$ cat src/rtl/cmp_swap_responder.sv
// Compare-and-swap responder for the bubble-sort datapath: one j per request, swaps
// mem[j]/mem[j+1] when out of order, then pulses o_ack. Define CMP_SWAP_SIGNED_EN for a signed compare.
module cmp_swap_responder #(
   parameter int SIZE_ADDR = 8,
   parameter int DATA_W    = 16,
   parameter int CNT_W     = 16
) (
   input  logic                 i_clk,
   input  logic                 i_rst,
   input  logic [SIZE_ADDR-1:0] i_num_elems,
   input  logic                 i_req,
   input  logic [SIZE_ADDR-1:0] i_value_j,
   output logic                 o_busy,
   output logic                 o_rd_en,
   output logic [SIZE_ADDR-1:0] o_rd_addr,
   input  logic [DATA_W-1:0]    i_rd_data,
   output logic                 o_wr_en,
   output logic [SIZE_ADDR-1:0] o_wr_addr,
   output logic [DATA_W-1:0]    o_wr_data,
   output logic                 o_ack,
   output logic                 o_swapped,
   output logic                 o_oob,
   input  logic                 i_clr_cnt,
   output logic [CNT_W-1:0]     o_swap_cnt,
   output logic [2:0]           o_state
);

   // Handshake: i_req is honoured only in IDLE (o_busy low); every accepted request
   // ends with exactly one o_ack pulse unless reset intervenes.
   typedef enum logic [2:0] {
      S_IDLE = 3'd0,
      S_RD_A = 3'd1,
      S_RD_B = 3'd2,
      S_CAP  = 3'd3,
      S_CMP  = 3'd4,
      S_WR_A = 3'd5,
      S_WR_B = 3'd6,
      S_ACK  = 3'd7
   } state_t;

   state_t               state;
   logic [SIZE_ADDR-1:0] j_q;
   logic [DATA_W-1:0]    a_q;
   logic [DATA_W-1:0]    b_q;
   logic                 oob_q;
   logic [SIZE_ADDR:0]   req_j_inc;
   logic                 req_oob;
   logic                 a_gt_b;

   // One extra bit so j = all-ones is out of bounds instead of wrapping to 0.
   assign req_j_inc = {1'b0, i_value_j} + (SIZE_ADDR + 1)'(1);
   assign req_oob   = (req_j_inc >= {1'b0, i_num_elems});

`ifdef CMP_SWAP_SIGNED_EN
   assign a_gt_b = ($signed(a_q) > $signed(b_q));
`else
   assign a_gt_b = (a_q > b_q);
`endif

   assign o_state = state;

   always_ff @(posedge i_clk) begin
      if (i_rst) begin
         state      <= S_IDLE;
         j_q        <= '0;
         a_q        <= '0;
         b_q        <= '0;
         oob_q      <= 1'b0;
         o_busy     <= 1'b0;
         o_rd_en    <= 1'b0;
         o_rd_addr  <= '0;
         o_wr_en    <= 1'b0;
         o_wr_addr  <= '0;
         o_wr_data  <= '0;
         o_ack      <= 1'b0;
         o_swapped  <= 1'b0;
         o_oob      <= 1'b0;
         o_swap_cnt <= '0;
      end else begin
         o_rd_en   <= 1'b0;
         o_wr_en   <= 1'b0;
         o_ack     <= 1'b0;
         o_swapped <= 1'b0;
         o_oob     <= 1'b0;

         if (i_clr_cnt)
            o_swap_cnt <= '0;
         else if (state == S_WR_B && o_swap_cnt != {CNT_W{1'b1}})
            o_swap_cnt <= o_swap_cnt + CNT_W'(1);

         case (state)
            S_IDLE: begin
               if (i_req) begin
                  j_q    <= i_value_j;
                  o_busy <= 1'b1;
                  oob_q  <= req_oob;
                  if (req_oob) begin
                     // Skip the RAM entirely; CMP turns this into an oob ack.
                     state <= S_CMP;
                  end else begin
                     state     <= S_RD_A;
                     o_rd_en   <= 1'b1;
                     o_rd_addr <= i_value_j;
                  end
               end
            end
            S_RD_A: begin
               state     <= S_RD_B;
               o_rd_en   <= 1'b1;
               o_rd_addr <= j_q + SIZE_ADDR'(1);
            end
            S_RD_B: begin
               state <= S_CAP;
               a_q   <= i_rd_data;
            end
            S_CAP: begin
               state <= S_CMP;
               b_q   <= i_rd_data;
            end
            S_CMP: begin
               if (!oob_q && a_gt_b) begin
                  state     <= S_WR_A;
                  o_wr_en   <= 1'b1;
                  o_wr_addr <= j_q;
                  o_wr_data <= b_q;
               end else begin
                  state <= S_ACK;
                  o_ack <= 1'b1;
                  o_oob <= oob_q;
               end
            end
            S_WR_A: begin
               state     <= S_WR_B;
               o_wr_en   <= 1'b1;
               o_wr_addr <= j_q + SIZE_ADDR'(1);
               o_wr_data <= a_q;
            end
            S_WR_B: begin
               state     <= S_ACK;
               o_ack     <= 1'b1;
               o_swapped <= 1'b1;
            end
            S_ACK: begin
               state  <= S_IDLE;
               o_busy <= 1'b0;
            end
            default: state <= S_IDLE;
         endcase
      end
   end

endmodule

$ cat config.mk
export PLATFORM = sky130hd
export DESIGN_NAME = cmp_swap_responder
export DESIGN_NICKNAME = d
export VERILOG_FILES = /design/src/rtl/cmp_swap_responder.sv
export SDC_FILE = /design/constraint.sdc
export NUM_CORES = 1
export LEC_CHECK = 0
export ABC_CLOCK_PERIOD_IN_PS = 2800
export CAP_MARGIN = 20
export CELL_PAD_IN_SITES_DETAIL_PLACEMENT = 1
export CELL_PAD_IN_SITES_GLOBAL_PLACEMENT = 1
export CORE_ASPECT_RATIO = 1.4
export CORE_UTILIZATION = 35
export CTS_CLUSTER_DIAMETER = 100
export CTS_CLUSTER_SIZE = 25
export DETAILED_ROUTE_END_ITERATION = 6
export PLACE_DENSITY_LB_ADDON = 0.1
export SLEW_MARGIN = 20
export SYNTH_ARGS = -nofsm -noshare
export SYNTH_HDL_FRONTEND = slang
export SYNTH_SLANG_ARGS = --single-unit
export TNS_END_PERCENT = 10
$ cat constraint.sdc
create_clock -name i_clk -period 2.8 [get_ports i_clk]
set_input_delay 0.84 -clock i_clk [delete_from_list [all_inputs] [get_ports i_clk]]
set_output_delay 0.84 -clock i_clk [all_outputs]
set_load 0.1 [all_outputs]
---- Word level (Yosys, flattened, before mapping) ----
Index checks and enable logic that the tools add are counted.
storage, ports and cells
  register bits after elaboration ......... 98
  input bits .............................. 36
  output and inout bits ................... 57
  word-level logic and storage cells ...... 66
cells by class
  $add $sub $neg .......................... 3
  magnitude comparators ................... 2
  equality and inequality tests ........... 11
  multiplexer cells ....................... 21
  bitwise gates (word level) .............. 1
  reductions and logical operators ........ 13
operators with widths
  cell                                                                   count
  16-bit case mux with 2 select lines                                    1
  8-bit case mux with 2 select lines                                     2
  8-bit two-way mux                                                      3
  3-bit case mux with 8 select lines                                     1
  16-bit by 1-bit adder with 16-bit output, second input constant        1
  16-bit > comparator                                                    1
  16-bit two-way mux                                                     1
  16-bit inequality test, second input constant                          1
  3-bit equality test, second input constant                             4
  8-bit by 1-bit adder with 9-bit output, second input constant          1
  9-bit by 8-bit >= comparator with 1-bit output                         1
  8-bit by 1-bit adder with 8-bit output, second input constant          1
  1-bit case mux with 2 select lines                                     4
  3-bit by 2-bit equality test with 1-bit output, second input constant  2
  1-bit two-way mux                                                      6
  3-bit two-way mux                                                      2
  2-bit inequality test, second input constant                           3
  2-bit AND reduction                                                    3
  2-bit nonzero test                                                     3
  3-bit by 1-bit equality test with 1-bit output, second input constant  1
  3-bit zero test                                                        1
  3-bit AND reduction                                                    1
  3-bit OR reduction                                                     1
  1-bit logical AND                                                      2
  other kinds (4)                                                        4

---- Logic depth before layout (Yosys ltp) ----
Gate-level depths: netlist of run 1.
  word-level depth ........................ 5
  mapped depth ............................ 11
  depth with buffers taken out ............ 11

---- Least setup slack after synthesis of run 1 ----
No wires, ideal clock.
  path type ............................... in2reg
  start ................................... input port i_value_j[4]
  end ..................................... register o_rd_addr[1]
  setup time .............................. 91 ps
  data arrival time ....................... 2866 ps
  data required time ...................... 2709 ps
  setup slack ............................. -157 ps
  stages on the path ...................... 10
  path buffers ............................ 0
  path through ............................ and3_1 -> nand3_1 -> or2_2 -> xnor2_1 -> ha_1 -> nand3_1 -> or2_2 -> o211ai_1 -> nand2_1 -> a311oi_1
on the way
  cells in the longest elaborated chain, start to end .. 4
RTL lines
  element                                         line  source
  from (decl)                                     12    input logic [SIZE_ADDR-1:0] i_value_j,
  8-bit by 1-bit adder with 9-bit output          51    assign req_j_inc = {1'b0, i_value_j} + (SIZE_ADDR + 1)'(1);
  9-bit by 8-bit >= comparator with 1-bit output  52    assign req_oob = (req_j_inc >= {1'b0, i_num_elems});
  2-bit inequality test (no line)                 -
  3-bit AND reduction (no line)                   -
  to (signal assigned)                            103   o_rd_addr <= i_value_j;
  to (signal assigned)                            110   o_rd_addr <= j_q + SIZE_ADDR'(1);
  to (decl)                                       15    output logic [SIZE_ADDR-1:0] o_rd_addr,
Every way passes these cells.
A chain may end at the register's enable or synchronous reset.

---- Worst setup path in the final report of run 1 ----
  start ................................... input port i_value_j[5]
  end ..................................... register state[2] (netlist: o_state[2])
on the way
  cells in the longest elaborated chain, start to end .. 5
RTL lines
  element                                         line  source
  8-bit by 1-bit adder with 9-bit output          51
  9-bit by 8-bit >= comparator with 1-bit output  52
  3-bit two-way mux                               97    if (req_oob) begin
  3-bit two-way mux                               93    if (i_req) begin
  3-bit case mux with 8 select lines              91    case (state)
  to (signal assigned)                            99    state <= S_CMP;
  to (signal assigned)                            101   state <= S_RD_A;
  to (signal assigned)                            108   state <= S_RD_B;
  to (decl)                                       41    state_t state;
Every way passes these cells. The select of a mux whose other input is x is not followed.

==> impl_metrics.env, run 1 <==
export IMPL_p_clk_share_pct=25.5
export IMPL_r2r_start="b_q[11]"
export IMPL_cts_htree_levels=3
export IMPL_die_h_microns=141
export IMPL_intPower_mw=3.23
export IMPL_nets=760
export IMPL_grt_pass1_wl_microns=23000
export IMPL_final_util_pct=47.5
export IMPL_post_place_ws_ns=-0.873
export IMPL_yosys_most_used_dff="dfxtp_1"
export IMPL_drt_initial_drc_count=100
export IMPL_ys_ff_latch=98
export IMPL_syn_inst=592
export IMPL_setup_tns_ns=0
export IMPL_clk_pin_slew_ns=0.07
export IMPL_rsz0062_at_grt="true"
export IMPL_core_area_sq_mm=0.0134
export IMPL_hold_path_cell_count=2
export IMPL_cts_buffers=9
export IMPL_cts_max_path_buffers=2
export IMPL_placed_cells=863
export IMPL_first_pass_iters=4
export IMPL_die_area_sq_mm=0.0142
export IMPL_powerDensity_mw_per_mm2=899
export IMPL_rrSetupSlack_ns=0.25
export IMPL_via_per_inst=5.08
export IMPL_slew_viol_final=0
export IMPL_met3_usage_pct=3.27
export IMPL_synth_cell_types=52
export IMPL_synthArstFlopShare_pct=0
export IMPL_p_sw_mw=2.49
export IMPL_min_from="o_rd_addr[3]"
export IMPL_synth_warnings=0
export IMPL_seq_power_share_pct=31.5
export IMPL_hold_class="reg2reg"
export IMPL_fin_skew_ns=0.00692
export IMPL_layout_drive_gt1_share_pct=19.4
export IMPL_fp_dieW_microns=101
export IMPL_fin_crit_sh_pct=96.7
export IMPL_arrival_ns=2.93
export IMPL_reg2reg_depth=9
export IMPL_finalHoldViolations=0
export IMPL_cts_tree="done"
export IMPL_whs_endpoint="o_rd_addr[3]"
export IMPL_clock_sinks=98
export IMPL_ys_seq_area_share_pct=40.8
export IMPL_start_kind="primary input"
export IMPL_synth_area_sq_mm=0.00481
export IMPL_final_cells=884
export IMPL_path_class="in2reg"
export IMPL_num_rows=50
export IMPL_power_share_combinational_pct=43.0
export IMPL_port_buffers=92
export IMPL_worst_pin_slew_ns=0.668
export IMPL_dp_hpwl_microns=10500
export IMPL_wl_microns=14200
export IMPL_antenna_found_initial=0
export IMPL_switching_share_pct=43.5
export IMPL_syn_to_final_growth_pct=32.2
export IMPL_grt_start_max_net_pins=37
export IMPL_crit_fanout=3
export IMPL_max_freq_mhz=369
export IMPL_synth_area_per_cell_sq_um=8.13
export IMPL_diodes=0
export IMPL_crit_path_end_kind="register"
export IMPL_grt_overflow=0
export IMPL_grt_total_usage_pct=20.6
export IMPL_cts_root_buf="clkbuf_16"
export IMPL_vias=4489
export IMPL_grt_use_met2_pct=38.2
export IMPL_status="finished, final reports clean"
export IMPL_r2r_end="o_wr_data[11]"
export IMPL_maxCapViolCount=0
export IMPL_ctsHoldBuffers=0
export IMPL_clk_latency_ns=0.34
export IMPL_synth_edf_count=0
export IMPL_synth_fp_nets=655
export IMPL_io_pins=93
export IMPL_worstPathRequired_ns=3.03
export IMPL_grt_pass1_vias=4666
export IMPL_setup_slack_ns=0.0929
export IMPL_grt_use_met1_pct=24.4
export IMPL_leakagePower_nw=2.51
export IMPL_peakVddDrop_v=0.000383
export IMPL_start_util_pct=36.0
export IMPL_gp_congestion=0.818
export IMPL_antenna_left=0
export IMPL_grt_busiest_layer="met2"
export IMPL_finalCriticalPeriod_ns=2.71
export IMPL_drc_errors=0
export IMPL_maxSlewHeadroom_pct=55.5
export IMPL_setup_viol=0
export IMPL_wl_per_cell_microns=16.1
worst max-delay path, stage by stage:
cell and delay (ns):
dlygate4sd2_1 0.24, buf_4 0.14, nand2_2 0.08, nor2_4 0.04, xor2_1 0.14, ha_1 0.32
a21oi_2 0.16, o22ai_2 0.10, a311oi_2 0.32, buf_4 0.17, buf_4 0.09, o21a_4 0.13
or2_2 0.10, a31oi_1 0.06
power groups by stage:
stage / clock, mW / combinational (mW) / sequential, mW
after floorplan: 0 / 1.03 / 2.55
after global placement: 0 / 2.39 / 1.82
after detailed placement: 0 / 2.43 / 1.83
after CTS: 1.50 / 2.48 / 1.80
after global routing: 1.55 / 2.64 / 1.83
final: 1.46 / 2.46 / 1.80
synth_stat cells, types with 9 or more instances:
library cell  count  area (sq um)
a211oi_1         22           165
inv_1            27           101
xor2_1            9          78.8
dfxtp_1          98          1960
o21ai_0          14          70.1
a21oi_1          65           325
clkbuf_1         24          90.1
nand3_1          21           105
mux2i_1          20           200
nand2_1         111           417
nor2_1           58           218
ha_1             27           338
xnor2_1          17           149
area by class of cell:
class / count / area [sq um]
Clock buffer: 10 / 239
Inverter: 28 / 105
Clock inverter: 6 / 113
Multi-Input combinational cell: 436 / 2700
Fill cell: 1643 / 7020
Sequential cell: 98 / 1960
Tap cell: 182 / 228
Timing Repair Buffer: 124 / 1010
flip-flops by register name, summed over array words and instances, names as in the netlist, 3 cells and up:
name,count
o_state,3
j_q,8
a_q,16
o_rd_addr,8
b_q,16
o_wr_data,16
o_swap_cnt,16
o_wr_addr,8
per-layer routing:
metal	vias up	part of all wire (%)
li1	2235	-
met1	2174	43
met2	72	53
met3	8	3.1
met4	0	0.79
met5	-	0
logic make-up after synthesis:
group           Yosys count  share of synthesized area [%]
compound gates          129                           16.6
xor+xnor                 26                           4.73
fa+ha+maj                27                           7.02
buf+inv                  58                           5.28
flops                    98                           40.8
mux                      20                           4.16
simple gates            234                           21.5
how the worst max path moves through the flow:
stage / startpoint / endpoint / slack (ns) / depth (start not counted)
floorplan: i_value_j[4] / o_rd_addr[1] / -0.04 / 10
global placement: i_value_j[0] / o_rd_addr[1] / -0.74 / 11
detailed placement: i_value_j[0] / o_rd_addr[1] / -0.87 / 11
CTS: i_value_j[0] / o_rd_addr[5] / 0.005 / 13
global route: i_value_j[5] / o_rd_addr[5] / -0.02 / 13
finish: i_value_j[5] / o_state[2] / 0.09 / 14
repair_timing:
action | 4_1_cts | 5_1_grt
pin swaps | 15 | 14
setup endpoints to repair | 12 | 10
resized for setup | 26 | 19
setup buffers | 4 | 1
layout by cell type, fill, tap and decap left out, types with 9 or more instances in the layout:
cell / instances
a211oi_1: 22
a21oi_1: 64
buf_4: 87
clkbuf_16: 9
clkdlybuf4s50_1: 27
dfxtp_1: 98
ha_1: 26
inv_1: 27
mux2i_1: 20
nand2_1: 110
nand3_1: 18
nor2_1: 57
xnor2_1: 17
xor2_1: 9
stage by stage:
stage	cell area, sq um	hold WS, ns	power (mW)
CTS	6320	0.468	5.78
detailed placement	5910	0.461	4.26
floorplan	4830	0.435	3.58
finish	6360	0.468	5.72
global placement	5910	0.460	4.21
global route	6360	0.507	6.03
(Power assumes the default switching activity.)
==> inputs of run 2 (changes only) <==
HOLD_SLACK_MARGIN = 0.02   (was not set)
==> results of run 2 <==
Same layout as run 1: the final DEF is identical, and so are final timing and power.
==> inputs of run 3 (changes only) <==
CORE_UTILIZATION = 42   (was 35)
DONT_BUFFER_PORTS = 1   (was not set)
PLACE_DENSITY = 0.8   (was not set)
PLACE_DENSITY_LB_ADDON = not set   (was 0.1)
==> impl_metrics.env, run 3 (synthesized netlist as in run 1, its figures left out) <==
export IMPL_fill_cells=1383
export IMPL_fin_skew_ns=0.00610
export IMPL_cts_root_buf="clkbuf_16"
export IMPL_layout_cells_most_common="nand2_1"
export IMPL_final_cells=789
export IMPL_cts_tree="done"
export IMPL_powerDensity_mw_per_mm2=922
export IMPL_slew_viol_final=0
export IMPL_arrival_ns=2.94
export IMPL_port_buffers=0
export IMPL_whs_ns=0.470
export IMPL_maxCapViolCount=0
export IMPL_max_freq_mhz=376
export IMPL_core_area_sq_mm=0.0110
export IMPL_dp_hpwl_microns=10200
export IMPL_worst_pin_slew_ns=0.749
export IMPL_die_h_microns=129
export IMPL_io_pins=93
export IMPL_cts_htree_levels=3
export IMPL_fin_crit_sh_pct=95.1
export IMPL_wl_microns=14100
export IMPL_antenna_found_initial=0
export IMPL_grt_total_usage_pct=24.9
export IMPL_start_util_pct=43.8
export IMPL_worstPathRequired_ns=3.08
export IMPL_fp_dieW_microns=92.5
export IMPL_setup_viol=0
export IMPL_cts_buffers=9
export IMPL_status="finished, final reports clean"
export IMPL_grt_overflow=0
export IMPL_gp_congestion=0.825
export IMPL_grt_pass1_vias=4772
export IMPL_grt_pass1_wl_microns=23200
export IMPL_p_clk_share_pct=21.6
export IMPL_wl_per_cell_microns=17.8
export IMPL_clk_pin_slew_ns=0.06
export IMPL_maxSlewHeadroom_pct=49.9
export IMPL_mostFrequentLayoutCells="111 x nand2_1, 98 x dfxtp_1, 71 x buf_4"
export IMPL_start_kind="primary input"
export IMPL_drt_initial_drc_count=130
export IMPL_hold_class="reg2reg"
export IMPL_p_sw_mw=2.39
export IMPL_via_per_inst=5.57
export IMPL_syn_to_final_growth_pct=18.4
export IMPL_grt_start_max_net_pins=85
export IMPL_crit_path_end_kind="register"
export IMPL_intPower_mw=2.86
export IMPL_drc_errors=0
export IMPL_vias=4396
export IMPL_leakagePower_nw=2.23
export IMPL_placed_cells=773
export IMPL_nets=708
export IMPL_crit_fanout=6
export IMPL_path_class="in2reg"
export IMPL_first_pass_iters=4
export IMPL_cts_max_path_buffers=2
export IMPL_diodes=0
export IMPL_power_share_combinational_pct=44.6
export IMPL_setup_tns_ns=0
export IMPL_die_area_sq_mm=0.0119
export IMPL_peakVddDrop_v=0.000440
export IMPL_ctsHoldBuffers=0
export IMPL_layout_drive_gt1_share_pct=15.7
export IMPL_finalCriticalPeriod_ns=2.66
export IMPL_seq_power_share_pct=33.8
export IMPL_antenna_left=0
export IMPL_num_rows=45
export IMPL_rrSetupSlack_ns=0.27
export IMPL_clk_latency_ns=0.34
export IMPL_switching_share_pct=45.5
export IMPL_clock_sinks=98
export IMPL_finalHoldViolations=0
[run 3: cell count changes in the layout (fill, tap and decap cells not counted), moves of 2 or more]
cell,delta
o21ai_0,+6
clkbuf_2,-3
o21ai_2,-2
clkdlybuf4s50_1,-27
nand3_4,-2
buf_4,-16
buf_6,-3
bufinv_16,-3
dlygate4sd2_1,-2
o21ai_1,-4
[run 3: timing repair]
item	in CTS	in global routing
buffers inserted	0	2
setup endpoints to repair	0	9
resized for setup	0	4
[run 3: final timing paths]
kind | from | end | depth (start not counted)
min | b_q[5] | b_q[5] | 2
min reg2reg | b_q[5] | b_q[5] | 2
max reg2reg | b_q[15] | o_wr_data[6] | 9
max | i_value_j[4] | o_rd_addr[3] | 12
[run 3: critical path: stages]
cell,delay (ns)
and3_1,0.16
nand3_2,0.07
or2_4,0.23
xnor2_1,0.12
ha_1,0.31
nand3_1,0.10
buf_4,0.15
or2_4,0.23
o211ai_1,0.24
buf_4,0.19
nand3_1,0.11
a21oi_2,0.17
[run 3: routing by layer]
| layer | routed length [microns] | share of wire (%) | global-route usage, % |
|---|---|---|---|
| met5 | 0 | 0 | 0 |
| met4 | 252 | 1.8 | 7.81 |
| met3 | 625 | 4.4 | 5.32 |
| met2 | 7570 | 54 | 47.8 |
| met1 | 5610 | 40 | 26.7 |
[run 3: layout make-up]
type / count / area [sq um] / area share (%)
repair buffers: 72 / 553 / 9.70
clock inverters: 3 / 17.5 / 0.307
inverters: 28 / 105 / 1.84
clock buffers: 11 / 243 / 4.26
flip-flops and latches: 98 / 1960 / 34.4
well taps: 141 / 176 / 3.10
multi-input cells: 436 / 2640 / 46.4
[run 3: metrics by stage]
stage	power, mW	setup WS [ns]	area [sq um]	utilization (%)
after floorplan	3.58	-0.0362	4830	-
after global placement	4.06	-0.113	5410	49.3
after detailed placement	4.14	-0.253	5410	49.3
after CTS	5.28	0.0822	5670	51.6
after global routing	5.54	-0.0257	5700	51.9
final	5.25	0.137	5700	51.9
[run 3: power groups by stage]
stage / clock network (mW) / registers [mW] / logic, mW
2_1_floorplan: 0 / 2.55 / 1.03
3_3_place_gp: 0 / 1.79 / 2.26
3_5_place_dp: 0 / 1.81 / 2.33
4_1_cts: 1.16 / 1.78 / 2.34
5_1_grt: 1.22 / 1.80 / 2.52
6_report: 1.13 / 1.78 / 2.34
